### config.mk
export PLATFORM = sky130hd
export DESIGN_NAME = square_wave_gen
export DESIGN_NICKNAME = d
export VERILOG_FILES = /design/src/rtl/square_wave_gen.sv
export SDC_FILE = /design/constraint.sdc
export NUM_CORES = 1
export LEC_CHECK = 0
export CORE_MARGIN = 8
export CORE_UTILIZATION = 30
export DETAILED_ROUTE_END_ITERATION = 7
export DONT_BUFFER_PORTS = 1
export GPL_TIMING_DRIVEN = 0
export PLACE_DENSITY_LB_ADDON = 0.05
export SKIP_CTS_REPAIR_TIMING = 1
export SYNTH_ARGS = -nofsm -noshare
export SYNTH_HDL_FRONTEND = slang
export SYNTH_SLANG_ARGS = --single-unit
export TNS_END_PERCENT = 100
### constraint.sdc
create_clock -name clk -period 2.1 [get_ports clk]
set_input_delay 0.105 -clock clk [delete_from_list [all_inputs] [get_ports clk]]
set_output_delay 0.105 -clock clk [all_outputs]
set_load 0.01 [all_outputs]
### src/rtl/square_wave_gen.sv
// rtl/square_wave_gen.sv - pulse (square wave) channel with duty, length and frequency timer
module square_wave_gen (
    input  logic        clk,
    input  logic        reset,
    input  logic        slow_clk_en,
    input  logic        cpu_en,
    input  logic        clk256_en,
    input  logic [7:0]  duty_len_data,
    input  logic        duty_len_write,
    input  logic [7:0]  freq_lo_data,
    input  logic        freq_lo_write,
    input  logic [7:0]  freq_hi_data,
    input  logic        freq_hi_write,
    input  logic [10:0] sweep_new_freq,
    input  logic        do_freq_sweep,
    output logic [10:0] freq,
    output logic        init,
    output logic [1:0]  duty,
    output logic        length_enable,
    output logic        enabled,
    output logic [2:0]  duty_pos,
    output logic        wave_out
);

    logic [10:0] timer_cnt;
    logic [6:0]  length_cnt;
    logic [10:0] freq_next;
    logic [7:0]  pattern;
    logic        nr11_wr;
    logic        nr13_wr;
    logic        nr14_wr;
    logic        trigger;
    logic        length_tick;
    logic        timer_tick;
    logic        unused_hi_bits;

    assign nr11_wr        = cpu_en & duty_len_write;
    assign nr13_wr        = cpu_en & freq_lo_write;
    assign nr14_wr        = cpu_en & freq_hi_write;
    assign trigger        = nr14_wr & freq_hi_data[7];
    assign length_tick    = slow_clk_en & clk256_en & length_enable & (length_cnt != 7'd0);
    assign timer_tick     = slow_clk_en & enabled;
    assign unused_hi_bits = ^freq_hi_data[5:3];

    // Next frequency: CPU writes own the register when present, sweep loads only otherwise
    always_comb begin
        freq_next = freq;
        if (nr13_wr || nr14_wr) begin
            if (nr13_wr) begin
                freq_next[7:0] = freq_lo_data;
            end
            if (nr14_wr) begin
                freq_next[10:8] = freq_hi_data[2:0];
            end
        end else if (do_freq_sweep) begin
            freq_next = sweep_new_freq;
        end
    end

    // Register file: frequency, duty, length enable and the one-clk init pulse
    always_ff @(posedge clk) begin
        if (reset) begin
            freq          <= 11'd0;
            duty          <= 2'd0;
            length_enable <= 1'b0;
            init          <= 1'b0;
        end else begin
            freq <= freq_next;
            init <= trigger;
            if (nr11_wr) begin
                duty <= duty_len_data[7:6];
            end
            if (nr14_wr) begin
                length_enable <= freq_hi_data[6];
            end
        end
    end

    // Frequency timer: counts up to 0x7FF, then reloads and advances the waveform step
    always_ff @(posedge clk) begin
        if (reset) begin
            timer_cnt <= 11'd0;
            duty_pos  <= 3'd0;
        end else if (trigger) begin
            timer_cnt <= freq_next;
        end else if (timer_tick) begin
            if (timer_cnt == 11'h7FF) begin
                timer_cnt <= freq;
                duty_pos  <= duty_pos + 3'd1;
            end else begin
                timer_cnt <= timer_cnt + 11'd1;
            end
        end
    end

    // Length counter and channel enable; writes take precedence over the length tick
    always_ff @(posedge clk) begin
        if (reset) begin
            length_cnt <= 7'd0;
            enabled    <= 1'b0;
        end else begin
            if (nr11_wr) begin
                length_cnt <= 7'd64 - {1'b0, duty_len_data[5:0]};
            end else if (trigger) begin
                if (length_cnt == 7'd0) begin
                    length_cnt <= 7'd64;
                end
            end else if (length_tick) begin
                length_cnt <= length_cnt - 7'd1;
            end

            if (trigger) begin
                enabled <= 1'b1;
            end else if (length_tick && !nr11_wr && length_cnt == 7'd1) begin
                enabled <= 1'b0;
            end
        end
    end

    // Duty pattern lookup, bit n is the output for waveform step n
    always_comb begin
        pattern = 8'h80;
        case (duty)
            2'd0: pattern = 8'h80;
            2'd1: pattern = 8'h81;
            2'd2: pattern = 8'hE1;
            2'd3: pattern = 8'h7E;
            default: pattern = 8'h80;
        endcase
    end

    assign wave_out = pattern[duty_pos] & enabled;

endmodule

Word-level counts from Yosys, hierarchy flattened
Index checks and enable logic that the tools add are counted.
{ "classes": {"mul": 0, "reduce_logical": 12, "div": 0, "eq_ne": 6, "add_sub_neg": 4, "bitwise_logic": 10, "n_lt_le_gt_ge": 1, "n_shift": 0, "muxes": 16} }
{ "ops": {"columns": ["cell", "n"], "rows": [
  ["$mux 11", 5],
  ["$pmux 8 s4", 1],
  ["$mux 7", 4],
  ["$add 11x1->11 const B", 1],
  ["$eq 11x11->1 const B", 1],
  ["$and 1x1->1", 9],
  ["$mux 8", 1],
  ["$eq 7x1->1 const B", 1],
  ["$logic_not 7->1", 1],
  ["$reduce_bool 7->1", 1],
  ["$sub 7x1->7 const B", 1],
  ["$sub 7x6->7 const A", 1],
  ["$eq 2x2->1 const B", 2],
  ["$lt 3x4->1 const B", 1],
  ["$reduce_bool 2->1", 2],
  ["$add 3x1->3 const B", 1],
  ["$bmux 1 s3", 1],
  ["$mux 1", 3],
  ["$mux 3", 1],
  ["$ne 3x1->1 const B", 1],
  ["$reduce_and 3->1", 1],
  ["$reduce_bool 3->1", 1],
  ["$eq 2x1->1 const B", 1],
  ["$logic_and 1x1->1", 2],
  ["5 further kinds", 5]
]} }
{ "totals": {"wordCells": 57, "mem_bits_rw": 0, "output_inout_bits": 20, "romBits": 0, "inputBits": 44, "latchBits": 0, "mem_count": 0, "reg_bits": 37} }

Longest topological paths before layout
{ "depth": {"word_depth": 7, "mapped_depth": 6, "depth_no_buf": 6} }

Worst setup path before layout
No wires, ideal clock.
{ "synth_timing": {"path_kind": "reg2reg", "startpoint": "register timer_cnt[0]", "endpoint": "register duty_pos[2]", "arrival_ps": 1678, "n_path_buf": 0, "setup_ps": 70, "stages_incl_launch_ff": 6, "slack_ps": 352, "t_required_ps": 2030, "cell_sequence": "dfxtp_1 > ha_1 > nand4_4 > or4_1 > or3_1 > a21oi_1"} }
{ "synth_via": {"elab_chain_cells": 2} }
{ "synth_lines": {"columns": ["element", "line_no", "source"], "rows": [
  ["start: declaration", "25", "logic [10:0] timer_cnt;"],
  ["start signal: assignment", "85", "timer_cnt <= freq_next;"],
  ["start signal: assignment", "88", "timer_cnt <= freq;"],
  ["start signal: assignment", "91", "timer_cnt <= timer_cnt + 11'd1;"],
  ["$eq 11x11->1", "87", "if (timer_cnt == 11'h7FF) begin"],
  ["$reduce_and 3->1 (no source line)", null, null],
  ["end signal: assignment", "89", "duty_pos <= duty_pos + 3'd1;"],
  ["end: declaration", "21", "output logic [2:0] duty_pos,"]
]} }
No other way between the ends.
A chain may end at the register's enable or synchronous reset.

Worst setup path after layout
Same ends and word-level chain as after synthesis.

==> key figures <==
Power
  • Worst IR Drop VDD: 0.212 mV
  • Sw Share: 31.7%
  • Clk network pwr share: 33.3%
  • NetSw: 527 uW
  • P_int: 1140 uW
  • Flop pwr share: 48.4%
  • Gate power share: 18.2%
  • Leak pwr: 0.00102 uW
  • P per Cell Area: 585 nW/um^2

Detailed routing
  • Via density: 5.82
  • Final WL: 8650 um
  • Remaining antenna violation count: 0
  • Vias after detailed routing: 2560
  • Number of DRC markers in iteration 0: 285
  • DRC viols: 0
  • DR WL/cell: 19.7 um
  • TritonRoute pass-1 iters: 5

Critical path
  • Crit path arrival time: 2.16 ns
  • Crit-path leading delay family: simple AND/OR/NAND/NOR gates
  • Worst R2R Setup Slack: 0.16 ns
  • CP Max Fanout: 5
  • Crit path largest cell delay: 0.55 ns
  • Crit path cell chain: ha_1 > nand4_4 > or4_1 > or3_1 > a21oi_1
  • Worst path bufs/invs: 0
  • Critical Path End Type: register
  • Critical path class: register to register
  • Critical path required time: 2.32 ns
  • Crit-path slowest cell: or4_1
  • Worst setup SP type: register

Global route
  • Initial antenna violation count: 0
  • GRT Util Overall: 14.8%
  • Vias in the first global route: 2562
  • First-pass GRT wire length: 13800 um
  • Grt total ovfl: 0
  • Largest net degree at the start of global routing: 13

STA
  • Slew headroom: 52.5%
  • RSZ-0062 raised after global routing: no
  • Final slew viol count: 0
  • Final worst-path cycle share: 92.5%
  • Layout Skew: 0.0113 ns
  • Tightest Pin Transition: 0.707 ns
  • Fmax: 515 MHz
  • Clock period minus worst slack: 1.94 ns
  • Setup_tns: 0 ns
  • Final setup viols: 0
  • Final hold violation count: 1
  • Hold slack: -0.0154 ns

Synthesis
  • Post-synth EDFFs: 0
  • Most area-hungry cell type in the Yosys netlist: dfxtp_1
  • Cells after synthesis: 321
  • Top_reg_cell synth: dfxtp_1
  • Seq cells post-synth: 37
  • Mapped Area: 2550 sq um
  • Synth area leaders: dfxtp_1 (29%), ha_1 (4.9%), nand2_1 (4.9%)
  • Ys Warns: 0
  • Sequential area share after synthesis: 29.1%
  • Synth top area share: 29.1%
  • Yosys cell types: 62
  • Post-synth ARST share: 0%
  • Syn Nets: 375
  • Syn avg cell area: 7.94 sq um

Outcome
  • Outcome: finished, violations left
  • Failing checks: hold timing

Placement
  • Cell area after placement: 2680 sq um
  • Routability cong.: 0.846
  • Placed cell count: 426
  • Post-detail-place hpwl: 6680 um
  • Buffers on Ports: 0

Run
  • # Max-Cap Violations: 0

Floorplanning
  • Initial core utilization: 31.0%
  • Die area: 11700 sq um
  • Die height: 108 um
  • CORE AREA: 8220 sq um
  • Die width: 108 um
  • Ports: 64
  • Core Rows: 33

Clocking
  • Clock root buffer: clkbuf_8
  • Number of H-tree levels: 2
  • CTS max path bufs: 2
  • Reg clk slew, reported paths: 0.09 ns
  • TritonCTS buffer count: 5
  • Clk sink count: 37
  • Worst-skew pair later-pin latency: 0.30 ns
  • TritonCTS clock tree: yes

Final layout
  • Filler cell count: 886
  • Area grow syn2layout: 11.7%
  • Commonest non-fill, non-tap cells in the layout: dfxtp_1 (37), nand2_1 (33), nor2_1 (31)
  • Layout cells sized above 1: 8.66%
  • Layout Cells excl Fill: 440
  • ANT cells: 0
  • Post-route cell area: 2850 sq um
  • Final layout net count: 388
  • Leading cell type in the layout, fill and taps excluded: dfxtp_1

Worst hold path
  • Hold Path Class: input port to register
==> state kept, by name, summed over array words and instances, names as in the netlist <==
signal,count
freq,11
duty,2
length_cnt,7
duty_pos,3
init,1
length_enable,1
timer_cnt,11
enabled,1
==> cell usage after synthesis (all sizes together), types with 5 or more instances <==
cell type	count
mux2i	12
nor2	31
dfxtp	37
o21ai	9
nor3	13
a22oi	5
inv	12
mux2	6
a21oi	15
clkbuf	14
a31oi	16
ha	10
nand4	7
nand2	33
nand3	17
a221oi	5
a22o	5
and3	5
==> worst paths after layout <==
check                                                start                         end  cells past startpoint
worst max register to register   timer_cnt[0]$_SDFFE_PP0P_    duty_pos[2]$_SDFFE_PP0P_                      5
worst max-delay path             timer_cnt[0]$_SDFFE_PP0P_    duty_pos[2]$_SDFFE_PP0P_                      5
worst min-delay path                    sweep_new_freq[10]         freq[10]$_SDFF_PP0_                      2
worst min register to register  length_cnt[4]$_SDFFE_PP0P_  length_cnt[4]$_SDFFE_PP0P_                      2
==> layout make-up <==
cell class / count / area [sq um] / share of cell area [%]
inverters: 12 / 45.0 / 1.58
multi-input cells: 255 / 1710 / 60.0
plain buffers: 17 / 65.1 / 2.29
clock buffers: 6 / 82.6 / 2.90
clock inverters: 2 / 13.8 / 0.484
well taps: 105 / 131 / 4.62
repair buffers: 6 / 60.1 / 2.11
flip-flops and latches: 37 / 741 / 26.0
==> worst register-to-register path, cell delays in order (launching register included) <==
cell and delay, ns:
dfxtp_1 0.41, ha_1 0.29, nand4_4 0.17, or4_1 0.55
or3_1 0.32, a21oi_1 0.14
==> metrics by stage <==
| stage | utilization (%) | worst slack [ns] | total power [uW] |
|---|---|---|---|
| after detailed placement | 32.6 | 0.103 | 1110 |
| final | 34.6 | 0.158 | 1660 |
| after floorplan | - | 0.352 | 1030 |
| after global routing | 34.6 | 0.00217 | 1760 |
| after CTS | 33.8 | 0.0729 | 1660 |
| after global placement | 32.6 | 0.0857 | 1110 |
==> routing by layer <==
layer,vias up,GRT usage (%),share of wire (%)
li1,1250,-,-
met1,1221,20.3,48
met2,79,21.7,43
met3,10,4.94,7.4
met4,0,3.57,1.1
met5,-,0,0
==> power groups by stage <==
| stage | Sequential, uW | Clock [uW] | Combinational, uW |
|---|---|---|---|
| 6_report | 806 | 554 | 303 |
| 5_1_grt | 814 | 607 | 337 |
| 4_1_cts | 806 | 568 | 289 |
| 3_5_place_dp | 822 | 0 | 287 |
| 3_3_place_gp | 823 | 0 | 291 |
| 2_1_floorplan | 802 | 0 | 223 |
==> kinds of logic (layout without fill, tap and decap cells) <==
group	count (synthesis)	after routing	share of synthesized area (%)
AO/OA/AOI/OAI	92	92	26.2
XOR/XNOR	6	6	2.06
adder cells (fa/ha/maj)	10	10	4.91
buffers and inverters	29	43	4.32
flip-flops	37	37	29.1
multiplexers	18	18	7.37
AND/OR/NAND/NOR	129	129	26.1
(Power assumes the default switching activity.)
